## config.mk

```make
export PLATFORM = sky130hd
export DESIGN_NAME = vga_timing_gen
export DESIGN_NICKNAME = d
export VERILOG_FILES = /design/src/rtl/vga_timing_gen.sv
export SDC_FILE = /design/constraint.sdc
export NUM_CORES = 1
export LEC_CHECK = 0
export CORE_UTILIZATION = 50
export CTS_CLUSTER_DIAMETER = 120
export CTS_CLUSTER_SIZE = 28
export DETAILED_ROUTE_END_ITERATION = 10
export HOLD_SLACK_MARGIN = 0.15
export PLACE_DENSITY = 0.8
export SLEW_MARGIN = 0
export SYNTH_ARGS = -nofsm -noshare
export SYNTH_HDL_FRONTEND = slang
export SYNTH_SLANG_ARGS = --single-unit
```

## constraint.sdc

```tcl
create_clock -name clk_i -period 10.45 [get_ports clk_i]
set_input_delay 2.09 -clock clk_i [delete_from_list [all_inputs] [get_ports clk_i]]
set_output_delay 2.09 -clock clk_i [all_outputs]
set_load 0.02 [all_outputs]
```

## src/rtl/vga_timing_gen.sv

```systemverilog
// Programmable VGA timing generator: pixel divider, h/v counters, region decode
// and double-buffered mode changes that only land on a frame boundary.
module vga_timing_gen #(
  parameter int H_W      = 12,
  parameter int V_W      = 11,
  parameter int DIV_W    = 4,
  parameter int DEF_HD   = 640,
  parameter int DEF_HF   = 16,
  parameter int DEF_HR   = 96,
  parameter int DEF_HB   = 48,
  parameter int DEF_VD   = 480,
  parameter int DEF_VF   = 10,
  parameter int DEF_VR   = 2,
  parameter int DEF_VB   = 33,
  parameter bit DEF_HPOL = 1'b0,
  parameter bit DEF_VPOL = 1'b0
) (
  input  logic             clk_i,
  input  logic             rst_i,
  input  logic             en_i,
  input  logic [H_W-1:0]   hd_i,
  input  logic [H_W-1:0]   hf_i,
  input  logic [H_W-1:0]   hr_i,
  input  logic [H_W-1:0]   hb_i,
  input  logic [V_W-1:0]   vd_i,
  input  logic [V_W-1:0]   vf_i,
  input  logic [V_W-1:0]   vr_i,
  input  logic [V_W-1:0]   vb_i,
  input  logic             hpol_i,
  input  logic             vpol_i,
  input  logic [DIV_W-1:0] div_i,
  input  logic             cfg_we_i,
  output logic             cfg_pending_o,
  output logic             cfg_err_o,
  output logic [H_W-1:0]   hcount_o,
  output logic [V_W-1:0]   vcount_o,
  output logic             de_o,
  output logic             hs_o,
  output logic             vs_o,
  output logic             pix_ce_o,
  output logic             line_start_o,
  output logic             frame_start_o
);

  typedef struct packed {
    logic [H_W-1:0] hd, hf, hr, hb;
    logic [V_W-1:0] vd, vf, vr, vb;
    logic           hpol, vpol;
  } cfg_t;

  localparam cfg_t DEF_CFG = '{hd: H_W'(DEF_HD), hf: H_W'(DEF_HF), hr: H_W'(DEF_HR),
                               hb: H_W'(DEF_HB), vd: V_W'(DEF_VD), vf: V_W'(DEF_VF),
                               vr: V_W'(DEF_VR), vb: V_W'(DEF_VB),
                               hpol: DEF_HPOL, vpol: DEF_VPOL};
  localparam logic [H_W+1:0] H_LIM = {2'b01, {H_W{1'b0}}};
  localparam logic [V_W+1:0] V_LIM = {2'b01, {V_W{1'b0}}};

  cfg_t             act_q, act_d, pend_q, pend_d, wr_cfg;
  logic             pend_v_q, pend_v_d, err_q, err_d, run_q, run_d;
  logic [DIV_W-1:0] cnt_q, cnt_d, div_q, div_d;
  logic [H_W-1:0]   h_q, h_d;
  logic [V_W-1:0]   v_q, v_d;
  logic             de_q, de_d, hs_q, hs_d, vs_q, vs_d;
  logic             ce_q, ce_d, ls_q, ls_d, fs_q, fs_d;

  logic [H_W+1:0]   wr_ht, act_ht, hx, hs_beg, hs_end;
  logic [V_W+1:0]   wr_vt, act_vt, vx, vs_beg, vs_end;
  logic             wr_ok, step, h_last, v_last, frame_step, apply;

  assign wr_cfg = '{hd: hd_i, hf: hf_i, hr: hr_i, hb: hb_i,
                    vd: vd_i, vf: vf_i, vr: vr_i, vb: vb_i,
                    hpol: hpol_i, vpol: vpol_i};
  assign wr_ht  = (H_W+2)'(hd_i) + (H_W+2)'(hf_i) + (H_W+2)'(hr_i) + (H_W+2)'(hb_i);
  assign wr_vt  = (V_W+2)'(vd_i) + (V_W+2)'(vf_i) + (V_W+2)'(vr_i) + (V_W+2)'(vb_i);
  assign wr_ok  = (|hd_i) && (|hr_i) && (|vd_i) && (|vr_i) && (wr_ht <= H_LIM) && (wr_vt <= V_LIM);
  assign act_ht = (H_W+2)'(act_q.hd) + (H_W+2)'(act_q.hf) + (H_W+2)'(act_q.hr) + (H_W+2)'(act_q.hb);
  assign act_vt = (V_W+2)'(act_q.vd) + (V_W+2)'(act_q.vf) + (V_W+2)'(act_q.vr) + (V_W+2)'(act_q.vb);

  always_comb begin
    step       = en_i && (cnt_q == '0);
    h_last     = ({2'b00, h_q} == act_ht - (H_W+2)'(1));
    v_last     = ({2'b00, v_q} == act_vt - (V_W+2)'(1));
    // The first step after enabling also starts a frame, so it may apply pending timing.
    frame_step = step && (!run_q || (h_last && v_last));
    apply      = pend_v_q && (!en_i || frame_step);

    act_d    = apply ? pend_q : act_q;
    pend_d   = pend_q;
    pend_v_d = pend_v_q && !apply;
    if (cfg_we_i && wr_ok) begin
      pend_d   = wr_cfg;
      pend_v_d = 1'b1;
    end
    err_d = cfg_we_i && !wr_ok;

    cnt_d = cnt_q;
    div_d = div_q;
    if (!en_i || (cnt_q == div_q)) begin
      cnt_d = '0;
      div_d = div_i;
    end else begin
      cnt_d = cnt_q + DIV_W'(1);
    end

    run_d = en_i;
    h_d   = h_q;
    v_d   = v_q;
    if (!en_i) begin
      h_d = '0;
      v_d = '0;
    end else if (step) begin
      if (!run_q || h_last) begin
        h_d = '0;
        v_d = (!run_q || v_last) ? '0 : v_q + V_W'(1);
      end else begin
        h_d = h_q + H_W'(1);
      end
    end

    // Decode against the timing that will be active for the presented pixel.
    hx     = (H_W+2)'(h_d);
    vx     = (V_W+2)'(v_d);
    hs_beg = (H_W+2)'(act_d.hd) + (H_W+2)'(act_d.hf);
    hs_end = hs_beg + (H_W+2)'(act_d.hr);
    vs_beg = (V_W+2)'(act_d.vd) + (V_W+2)'(act_d.vf);
    vs_end = vs_beg + (V_W+2)'(act_d.vr);
    de_d   = en_i && (h_d < act_d.hd) && (v_d < act_d.vd);
    hs_d   = (en_i && (hx >= hs_beg) && (hx < hs_end)) ? act_d.hpol : ~act_d.hpol;
    vs_d   = (en_i && (vx >= vs_beg) && (vx < vs_end)) ? act_d.vpol : ~act_d.vpol;
    ce_d   = step;
    ls_d   = step && (h_d == '0);
    fs_d   = step && (h_d == '0) && (v_d == '0);
  end

  always_ff @(posedge clk_i) begin
    if (rst_i) begin
      act_q    <= DEF_CFG;
      pend_q   <= DEF_CFG;
      pend_v_q <= 1'b0;
      err_q    <= 1'b0;
      run_q    <= 1'b0;
      cnt_q    <= '0;
      div_q    <= '0;
      h_q      <= '0;
      v_q      <= '0;
      de_q     <= 1'b0;
      hs_q     <= ~DEF_HPOL;
      vs_q     <= ~DEF_VPOL;
      ce_q     <= 1'b0;
      ls_q     <= 1'b0;
      fs_q     <= 1'b0;
    end else begin
      act_q    <= act_d;
      pend_q   <= pend_d;
      pend_v_q <= pend_v_d;
      err_q    <= err_d;
      run_q    <= run_d;
      cnt_q    <= cnt_d;
      div_q    <= div_d;
      h_q      <= h_d;
      v_q      <= v_d;
      de_q     <= de_d;
      hs_q     <= hs_d;
      vs_q     <= vs_d;
      ce_q     <= ce_d;
      ls_q     <= ls_d;
      fs_q     <= fs_d;
    end
  end

  assign cfg_pending_o = pend_v_q;
  assign cfg_err_o     = err_q;
  assign hcount_o      = h_q;
  assign vcount_o      = v_q;
  assign de_o          = de_q;
  assign hs_o          = hs_q;
  assign vs_o          = vs_q;
  assign pix_ce_o      = ce_q;
  assign line_start_o  = ls_q;
  assign frame_start_o = fs_q;

endmodule

```

# Word level (Yosys, flattened, before mapping)

Cells that the tools add are included.

Register bits: 228
Bits in latches: 0
Memory bits (writable): 0
ROM bits: 0
Input port bits: 102
Logic and storage cells: 115
Memories kept: 0

$add $sub $neg: 21
Multipliers: 0
Divide/modulo/power cells: 0
Magnitude comparators: 8
Equality and inequality tests: 3
Shift operators: 0
Muxes and demuxes: 11
Bitwise logic cells: 2
Reductions and logical operators: 37

Operators by type and width:

| cell                  | number |
|---|---|
| $mux 94               | 1 |
| $mux 11               | 4 |
| $add 13x12->14        | 3 |
| $add 12x11->13        | 3 |
| $add 12x12->13        | 3 |
| $add 11x11->12        | 3 |
| $mux 12               | 3 |
| $add 14x12->14        | 2 |
| $add 13x11->13        | 2 |
| $reduce_or 12->1      | 2 |
| $reduce_or 11->1      | 2 |
| $logic_and 1x1->1     | 20 |
| $eq 12x14->1          | 1 |
| $le 14x13->1 const B  | 1 |
| $lt 12x14->1          | 1 |
| $sub 14x1->14 const B | 1 |
| $eq 11x13->1          | 1 |
| $ge 12x13->1          | 1 |
| $le 13x12->1 const B  | 1 |
| $lt 11x13->1          | 1 |
| $sub 13x1->13 const B | 1 |
| $add 12x1->12 const B | 1 |
| $ge 11x12->1          | 1 |
| $logic_not 12->1      | 1 |
| other kinds (12)      | 22 |

# Logic depth before layout (Yosys ltp)

Word-level depth: 16
Mapped depth: 42
Gate-level depth less buffers: 39

# Least setup slack after synthesis

OpenSTA, ideal clock, no wires.

Path type: reg2reg
Start point: reg act_q[3] (netlist name)
End point: reg hs_q (netlist: hs_o)
Arrival: 8392 ps
Slack: 1986 ps
Cell stages (with the launch flop): 41
Clock period less this slack: 8464 ps
Cells stage by stage: dfxtp_1 inv_1 ha_1 inv_1 fa_1 fa_1 ha_1 fa_1 a211oi_1 o21bai_1 a211o_1 a21o_1 nand4b_1 nor3_1 a41o_1 buf_4 buf_2 buf_2 [5 not listed] o21bai_1 a21oi_1 o21bai_1 a21oi_1 xnor2_1 ha_1 a21oi_1 nand2_1 a21o_1 a21oi_1 xor2_1 ha_1 o21a_1 nor2_1 or4_1 o21ai_0 a211o_1 mux2i_1

RTL lines:

| element                | line | text |
|---|---|---|
| from (decl)            | 58   | `cfg_t act_q, act_d, pend_q, pend_d, wr_cfg;` |
| from (signal assigned) | 153  | `act_q <= act_d;` |
| to (signal assigned)   | 147  | `hs_q <= ~DEF_HPOL;` |
| to (signal assigned)   | 163  | `hs_q <= hs_d;` |
| to (decl)              | 63   | `logic de_q, de_d, hs_q, hs_d, vs_q, vs_d;` |

==> summary.md <==
| Metric | Value |
|---|---|
| Status | complete, no violations |
| Worst hold path class | reg -> reg |
| Worst Path Class, Setup | reg -> reg |
| Clk buf depth | 3 |
| Peak supply drop | 218 µV |
| CTS root buf | clkbuf_16 |
| Clk_lat worst skew | 500 ps |
| Distinct cell type count after synthesis | 78 |
| Crit Path Max Fanout | 32 |
| Total die area | 0.0365 mm² |
| RSZ-0062 raised after global routing | no |
| Fmax | 0.105 GHz |
| Initial drt markers | 1398 |
| CP Launch Type | register |
| Hold-fix buffer count after cts | 0 |
| Max-Cap Viols | 0 |
| Post-CTS setup buffer count | 0 |
| Gr usage total | 27.6% |
| Post-DP HPWL | 39400 µm |
| Die Y | 191 µm |
| IO Count | 133 |
| Final Slew Violations | 0 |
| Vias in the first global route | 15000 |
| Layout cell share with drive strength beyond 1 | 4.27% |
| Slew headroom | 12.8% |
| Design Area, Final | 0.0199 mm² |
| CP most frequent cell | ha_1 |
| Sink Count | 228 |
| Synth Cell Area | 0.0179 mm² |
| #FFs+latches synth | 228 |
| Period utilization | 91.0% |
| Final GP Congestion | 0.959 |
| FP Rows | 68 |
| Cts bufs inserted | 12 |
| Async S/R FF share, synth | 0% |
| Worst setup EP type | register |
| Avg Inst Size Synth | 8.81 µm² |
| First-pass DRT Iterations | 6 |
| CTS tree | yes |
| Synth Warn # | 0 |
| Largest net degree at the start of global routing | 96 |
| Post_cts resized | 0 |
| Setup-failing EPs final | 0 |
| Worst slew pin tran | 1310 ps |
| Post-synth EDFFs | 0 |
| Min cycle time layout | 9510 ps |
| Post-DR wirelength/cell | 19.8 µm |
| Antenna cells | 0 |
| Area growth from synthesis to layout | 11.0% |
| Starting Density | 51.3% |
| Die X | 191 µm |
| Total grt overflow | 0 |
| Pwr Density | 125 mW/mm² |
| Hold Vio Cnt, Final | 0 |
| DRC violations left | 0 |
| Via/cell ratio | 6.02 |
| Worst stage delay on the critical path | 500 ps |
| First-pass GRT wire length | 80000 µm |
| FF-to-FF setup slack | 940 ps |
| Clk slew on worst S/H paths | 120 ps |
| IO buf count | 132 |
| Via count | 15300 |
| Core area | 0.0349 mm² |
| Crit path DAT | 9950 ps |
| Worst path slowest cell | fa_1 |
| Net count reported at finish | 2474 |
| H-tree depth | 1 |
| Leakage | 8.29 nW |
| Synth Instances | 2029 |
| Clock Skew | 29.3 ps |
| Post-Place Cell Area | 0.0195 mm² |
| Sequential share of the synthesized area | 25.5% |
| TNS Setup | 0 ps |
| Total wire length after detailed routing | 50200 µm |
| Antenna Nets Post-Route | 0 |
| WP data required | 10890 ps |
| Initial antenna violation count | 1 |
| Most used DFF post-synth | dfxtp_1 |
| Synthesized Nets | 2419 |
## critical path, delay by kind of cell (launching register included)
| kind | cells | cell delay, ps |
|---|---|---|
| simple gates | 5 | 990 |
| flops | 1 | 360 |
| xor+xnor | 3 | 700 |
| compound gates | 13 | 3230 |
| buf+inv | 5 | 770 |
| fa+ha+maj | 8 | 2840 |
| mux | 2 | 560 |
## sequential cells by signal, summed over array words and instances, names as in the netlist, 4 cells and up
| register | flops |
|---|---|
| cnt_q | 4 |
| vcount_o | 11 |
| div_q | 4 |
| pend_q | 94 |
| hcount_o | 12 |
| act_q | 94 |
## through the flow
step           std cells  worst slack [ps]  util [%]  hold slack (ps)  total power [mW]
2_1_floorplan       2029              1990         -              436              1.68
3_3_place_gp        2525              1470      55.9              446              1.93
3_5_place_dp        2525              1180      55.9              451              1.95
4_1_cts             2541              1060      56.9              472              2.47
5_1_grt             2541               190      56.9              492              2.61
6_report            2541               938      56.9              472              2.49
## Yosys cell counts (14+ instances only)
| library cell | n | area (µm²) |
|---|---|---|
| a211o_1 | 14 | 123 |
| a21o_1 | 37 | 278 |
| a21oi_1 | 160 | 801 |
| a31oi_1 | 18 | 113 |
| clkbuf_1 | 86 | 323 |
| dfxtp_1 | 228 | 4560 |
| fa_1 | 93 | 1860 |
| ha_1 | 195 | 2440 |
| inv_1 | 184 | 691 |
| mux2_2 | 26 | 293 |
| mux2i_1 | 76 | 761 |
| nand2_1 | 83 | 312 |
| nand2b_1 | 20 | 125 |
| nand3_1 | 28 | 140 |
| nand4_1 | 94 | 588 |
| nor2_1 | 151 | 567 |
| nor2b_1 | 66 | 413 |
| nor3_1 | 19 | 95.1 |
| nor4_1 | 19 | 119 |
| o21ai_0 | 61 | 305 |
| o21bai_1 | 22 | 165 |
| o31ai_1 | 81 | 608 |
| xnor2_1 | 69 | 604 |
| xor2_1 | 33 | 289 |
## path summary, 6_finish.rpt
| check | from | to | cells after the start |
|---|---|---|---|
| hold reg to reg | pend_q[2] | act_q[2] | 1 |
| setup / recovery | act_q[47] | vs_o | 36 |
| setup reg to reg | act_q[47] | vs_o | 36 |
| hold / removal | pend_q[2] | act_q[2] | 1 |
## metal layers
layer / track usage [%] / wire length, µm
met5: 0 / 13
met4: 5.34 / 771
met3: 4.99 / 4050
met2: 42.9 / 21900
met1: 39.8 / 23400
## area by class of cell
class | count | area, µm²
clock buffer | 13 | 325
inverter | 185 | 694
fill | 3110 | 15000
tap | 455 | 569
multi-input combinational | 1506 | 12200
timing repair buffer | 151 | 1460
sequential | 228 | 4560
clock inverter | 3 | 32.5
## cells in the final DEF (no fill, tap or decap), drive strengths merged, types with 21 or more instances in the layout
cell           Yosys  layout
nand2             83      83
o21bai            22      22
nor2             151     151
nor2b             66      66
xor2              33      33
o31ai             81      81
buf               24      21
a21o              37      37
clkdlybuf4s50      0     130
inv              185     185
mux2              26      26
mux2i             76      76
a21oi            160     160
o21ai             62      62
ha               195     195
fa                93      93
nand4             95      95
dfxtp            228     228
nand3             29      29
xnor2             69      69
## kinds of logic after synthesis
group	Yosys count	share of synthesized area, %
compound gates	468	17.1
buf+inv	295	6.43
fa+ha+maj	291	24.2
mux	102	5.89
simple gates	543	15.9
flops	228	25.5
xor+xnor	102	5.00
## power by group
part / total [mW] / internal (mW) / switching [mW]
combinational: 1.00 / 0.358 / 0.643
sequential: 0.953 / 0.914 / 0.0387
clock: 0.532 / 0.230 / 0.301
Note: power is estimated with default switching activity, not from simulation.
==> edit 1: new RTL, config.mk and constraints unchanged <==
Reset style: asynchronous (`rst_i`), changed in one clocked block.
--- a/src/rtl/vga_timing_gen.sv
+++ b/src/rtl/vga_timing_gen.sv
@@ -134,3 +134,3 @@
 
-  always_ff @(posedge clk_i) begin
+  always_ff @(posedge clk_i or posedge rst_i) begin
     if (rst_i) begin
Check against the original RTL: differs if rst_i is asserted again (counterexample within 4 cycles, from zero or initial values and one cycle with rst_i high); with rst_i held inactive, the same outputs for 4 cycles.
==> edit 1 against the unedited design <==
Highest routed layer is now met4; worst hold slack better by 0.0032 ns; design area decreased by 1.2%; worst setup slack worse by 0.26 ns; wire length down 12%; sequential cell count stayed put; synthesized cell count down 17%; sequential share of layout area increased by 6.3 points; count of clock-buffer cells in the layout up 4; area after synthesis decreased by 2.7%; first-iteration DRC count is 12% lower.
Power is left out: the tool's default activity adds up to more than one toggle a clock period on the data nets, which glitch-free logic cannot reach.
==> edit 1: results (changes against the unedited design) <==
INFO  metric whs_endpoint = act_q[53]
INFO  metric grt_antenna_before_repair = 0 (-1)
INFO  metric relSlewSlack = 25.79% (+13 points)
INFO  metric worst_r2r_path_depth = 38 (+5.6%)
INFO  metric dr_wl_met2 = 19800 um (-9.7%)
INFO  metric hp_start = pend_q[53]
INFO  metric route.met3.wl = 2700 um (-33%)
INFO  metric postSynth.topFlopCell = sky130_fd_sc_hd__dfrtp_1
INFO  metric drt_iter0_drc = 1226 (-12%)
INFO  metric critical_path.top_delay_family = adder cells
INFO  metric design.final.nets = 2176 (-12%)
INFO  metric cp-endpoint = hs_o
INFO  metric synthTopCellsByArea = sky130_fd_sc_hd__dfrtp_1, sky130_fd_sc_hd__ha_1, sky130_fd_sc_hd__fa_1
INFO  metric first_pass_iters = 7 (+1)
INFO  metric cp_slowest_stage_delay = 0.53 ns (+0.03 ns)
INFO  metric grt_first_pass_wirelength = 71040 um (-11%)
INFO  metric grt_use_met3 = 2.831% (-2.2 points)
INFO  metric first_global_vias = 13240 (-12%)
INFO  metric placement.cell_area = 0.01921 mm2 (-1.5%)
INFO  metric dp_slack = 0.8325 ns (-0.3442 ns)
INFO  metric final_layout_size_suffix_gt1_share = 11.89% (+7.6 points)
INFO  metric grt_use_total = 25.18% (-2.4 points)
INFO  metric dp_hpwl = 35790 um (-9.2%)
INFO  metric count_of_unique_library_cells_instantiated_by_yosys = 71 (-9.0%)
INFO  metric reg2reg_setup_slack = 0.68 ns (-0.26 ns)
INFO  metric drt-vias-per-instance = 5.823 (-3.3%)
INFO  metric seq_area_frac_synth = 33.02% (+7.5 points)
INFO  metric cp.arrival = 10.20 ns (+0.25 ns)
INFO  metric synth_commonest_cells = sky130_fd_sc_hd__inv_1, sky130_fd_sc_hd__ha_1, sky130_fd_sc_hd__dfrtp_1
INFO  metric grt.met2_usage = 39.34% (-3.6 points)
INFO  metric final.fill_count = 2816 (-9.5%)
INFO  metric fin_worst_skew = 0.02769 ns (-0.001570 ns)
INFO  metric maxUsedRoutingLayer = met4
INFO  metric outcome = completed
INFO  metric worstSetupStartpoint = act_q[59]
INFO  metric synthArstFlopShare = 100.0% (+100 points)
==> edit 1: area by class of cell <==
| class | instances | area [um2] | share of cell area [%] |
|---|---|---|---|
| clock buffer | 17 | 340.3 | 1.735 |
| clock inverter | 3 | 55.05 | 0.2807 |
| multi-input combinational | 1201 | 10730 | 54.71 |
| timing repair buffer | 144 | 1424 | 7.260 |
| inverter | 199 | 754.5 | 3.847 |
| tap | 448 | 560.5 | 2.858 |
| sequential | 228 | 5748 | 29.31 |
==> edit 1: cell families (layout without fill, tap and decap cells) <==
logic type / after synthesis / in the layout / synth area share, %
AO/OA/AOI/OAI: 350 / 350 / 13.08
XOR/XNOR: 103 / 103 / 5.183
multiplexers: 151 / 151 / 9.668
AND/OR/NAND/NOR: 307 / 308 / 8.798
buffers and inverters: 250 / 363 / 5.484
flip-flops: 228 / 228 / 33.02
adder cells (fa/ha/maj): 289 / 289 / 24.77
==> edit 2: new RTL, same flow settings <==
Made on the original files. The parameter `V_W` goes from 11 to 22.
--- a/src/rtl/vga_timing_gen.sv
+++ b/src/rtl/vga_timing_gen.sv
@@ -4,3 +4,3 @@
   parameter int H_W      = 12,
-  parameter int V_W      = 11,
+  parameter int V_W      = 22,
   parameter int DIV_W    = 4,
Ports: changed (5 resized); port bits go from 133 to 188. No check against the original RTL was run, so the function may have changed too.
==> edit 2 against the unedited design <==
First-iteration DRC count rose by 42%; sequential power up 39%; cell count up 50%; sequential share of layout area fell by 1.1 points; non-clock buffer count increased by 154; wire length increased by 50%; sequential cell count is 99 higher; area after synthesis up 45%; worst hold slack improved by 0.029 ns; total power is 14% higher; design area increased by 51%; worst setup slack worse by 0.77 ns.
==> edit 2: results (changes against the unedited design) <==
INFO  metric timing_worst_slew_pin_value = 0.9586 ns (-0.3493 ns)
INFO  metric drt_iter0_drc = 1985 (+42%)
INFO  metric hp_start = act_q[20]
INFO  metric seq_area_frac_synth = 25.21% (-0.32 points)
INFO  metric routabilityCongestion = 0.9944 (+3.7%)
INFO  metric final_layout_size_suffix_gt1_share = 10.20% (+5.9 points)
INFO  metric synth_commonest_cells = sky130_fd_sc_hd__dfxtp_1, sky130_fd_sc_hd__nor2_1, sky130_fd_sc_hd__inv_1
INFO  metric grt_start_max_net_pins = 92 (-4.2%)
INFO  metric cp.arrival = 10.75 ns (+0.80 ns)
INFO  metric numCtsBuffers = 15 (+3)
INFO  metric worst_r2r_path_depth = 50 (+39%)
INFO  metric outcome = completed
INFO  metric placement.cell_area = 0.02906 mm2 (+49%)
INFO  metric count_of_unique_library_cells_instantiated_by_yosys = 92 (+18%)
INFO  metric final.fill_count = 4409 (+42%)
INFO  metric non_clock_buffer_count = 305 (+100%)
INFO  metric final_routed_wirelength_across_all_metal_layers = 75250 um (+50%)
INFO  metric multi_input_area_share = 60.96% (-0.52 points)
INFO  metric multiInputCombCellCount = 2181 (+45%)
INFO  metric postCtsResizedCells = 17 (+17)
INFO  metric cts_root_buf = sky130_fd_sc_hd__clkbuf_16
INFO  metric storage_cell_area = 0.006551 mm2 (+44%)
INFO  metric peakVddDrop = 0.09405 mV (-57%)
INFO  metric design.final.nets = 3695 (+49%)
INFO  metric final.clkbuf_count = 16 (+3)
INFO  metric grt_first_pass_wirelength = 115500 um (+44%)
INFO  metric drt-vias-per-instance = 5.784 (-3.9%)
INFO  metric final_cell_count_no_fill = 3809 (+50%)
INFO  metric area_share_nonclk_buffers = 9.316% (+2.0 points)
INFO  metric grt_use_total = 27.64% (+0.054 points)
INFO  metric dp_hpwl = 61260 um (+55%)
INFO  metric first_global_vias = 21000 (+40%)
INFO  metric first_pass_iters = 5 (-1)
INFO  metric layout.non_clock_inverters = 298 (+61%)
INFO  metric grt_antenna_before_repair = 3 (+2)
INFO  metric num_tap_cells = 680 (+49%)
INFO  metric syn_nets = 3471 (+43%)
INFO  metric critical_path_peak_fanout = 5 (-84%)
INFO  metric cts_post_setup_buffers_inserted = 3 (+3)
INFO  metric syn-mean-instance-area = 8.943 um2 (+1.5%)
INFO  metric total_leakage_power = 14.41 nW (+74%)
INFO  metric diodes = 1 (+1)
INFO  metric ys_ff_latch = 327 (+43%)
INFO  metric clk_share = 1.294% (-0.51 points)
INFO  metric seq-cell-share = 21.85% (-1.1 points)
INFO  metric port_bufs = 187 (+42%)
INFO  metric worst_r2r_startpoint = act_q[25]
INFO  metric fin_worst_skew = 0.02565 ns (-0.003611 ns)
INFO  metric worst_skew_pair.late_latency = 0.54 ns (+0.04 ns)
INFO  metric timing.final.crit_period = 10.28 ns (+0.7657 ns)
INFO  metric synthTopCellsByArea = sky130_fd_sc_hd__dfxtp_1, sky130_fd_sc_hd__ha_1, sky130_fd_sc_hd__fa_1
INFO  metric dp_slack = -0.3812 ns (-1.558 ns)
==> edit 2: worst min path at each step <==
| stage | cells past startpoint | slack (ns) | end |
|---|---|---|---|
| floorplan | 2 | 0.44 | pend_q[2] |
| global placement | 2 | 0.46 | pend_q[107] |
| detailed placement | 2 | 0.47 | pend_q[7] |
| CTS | 2 | 0.50 | pend_q[7] |
| global route | 2 | 0.52 | act_q[90] |
| finish | 2 | 0.50 | act_q[20] |
==> edit 2: power breakdown <==
group | switching [mW] | total (mW) | leakage [nW] | internal, mW
Clock | 0.412 | 0.677 | 0.191 | 0.265
Combinational | 0.470 | 0.840 | 11.6 | 0.370
Sequential | 0.0332 | 1.32 | 2.64 | 1.28
Total | 0.915 | 2.83 | 14.4 | 1.92
==> edit 2: kinds of logic (layout without fill, tap and decap cells) <==
| group | after synthesis | in the layout | share of synthesized area (%) |
|---|---|---|---|
| AND/OR/NAND/NOR | 852 | 852 | 16.15 |
| AO/OA/AOI/OAI | 477 | 477 | 12.02 |
| adder cells (fa/ha/maj) | 421 | 421 | 24.27 |
| buffers and inverters | 396 | 620 | 6.099 |
| flip-flops | 327 | 327 | 25.21 |
| multiplexers | 283 | 283 | 11.23 |
| XOR/XNOR | 148 | 148 | 5.020 |
| other | 0 | 1 | 0 |
==> edit 2: tightest hold or removal path, stage by stage (launching register included) <==
cell and delay [ns]:
sky130_fd_sc_hd__dfxtp_2 0.34, sky130_fd_sc_hd__mux2i_1 0.06, sky130_fd_sc_hd__nor2_1 0.07
==> edit 2: metal layers <==
layer	GRT usage, %	share of wire [%]	vias to the layer above
li1	-	-	10500
met4	8.154	3.0	2
met1	40.42	46	10570
met5	0	0.017	-
met2	42.03	43	839
met3	3.832	8.4	124
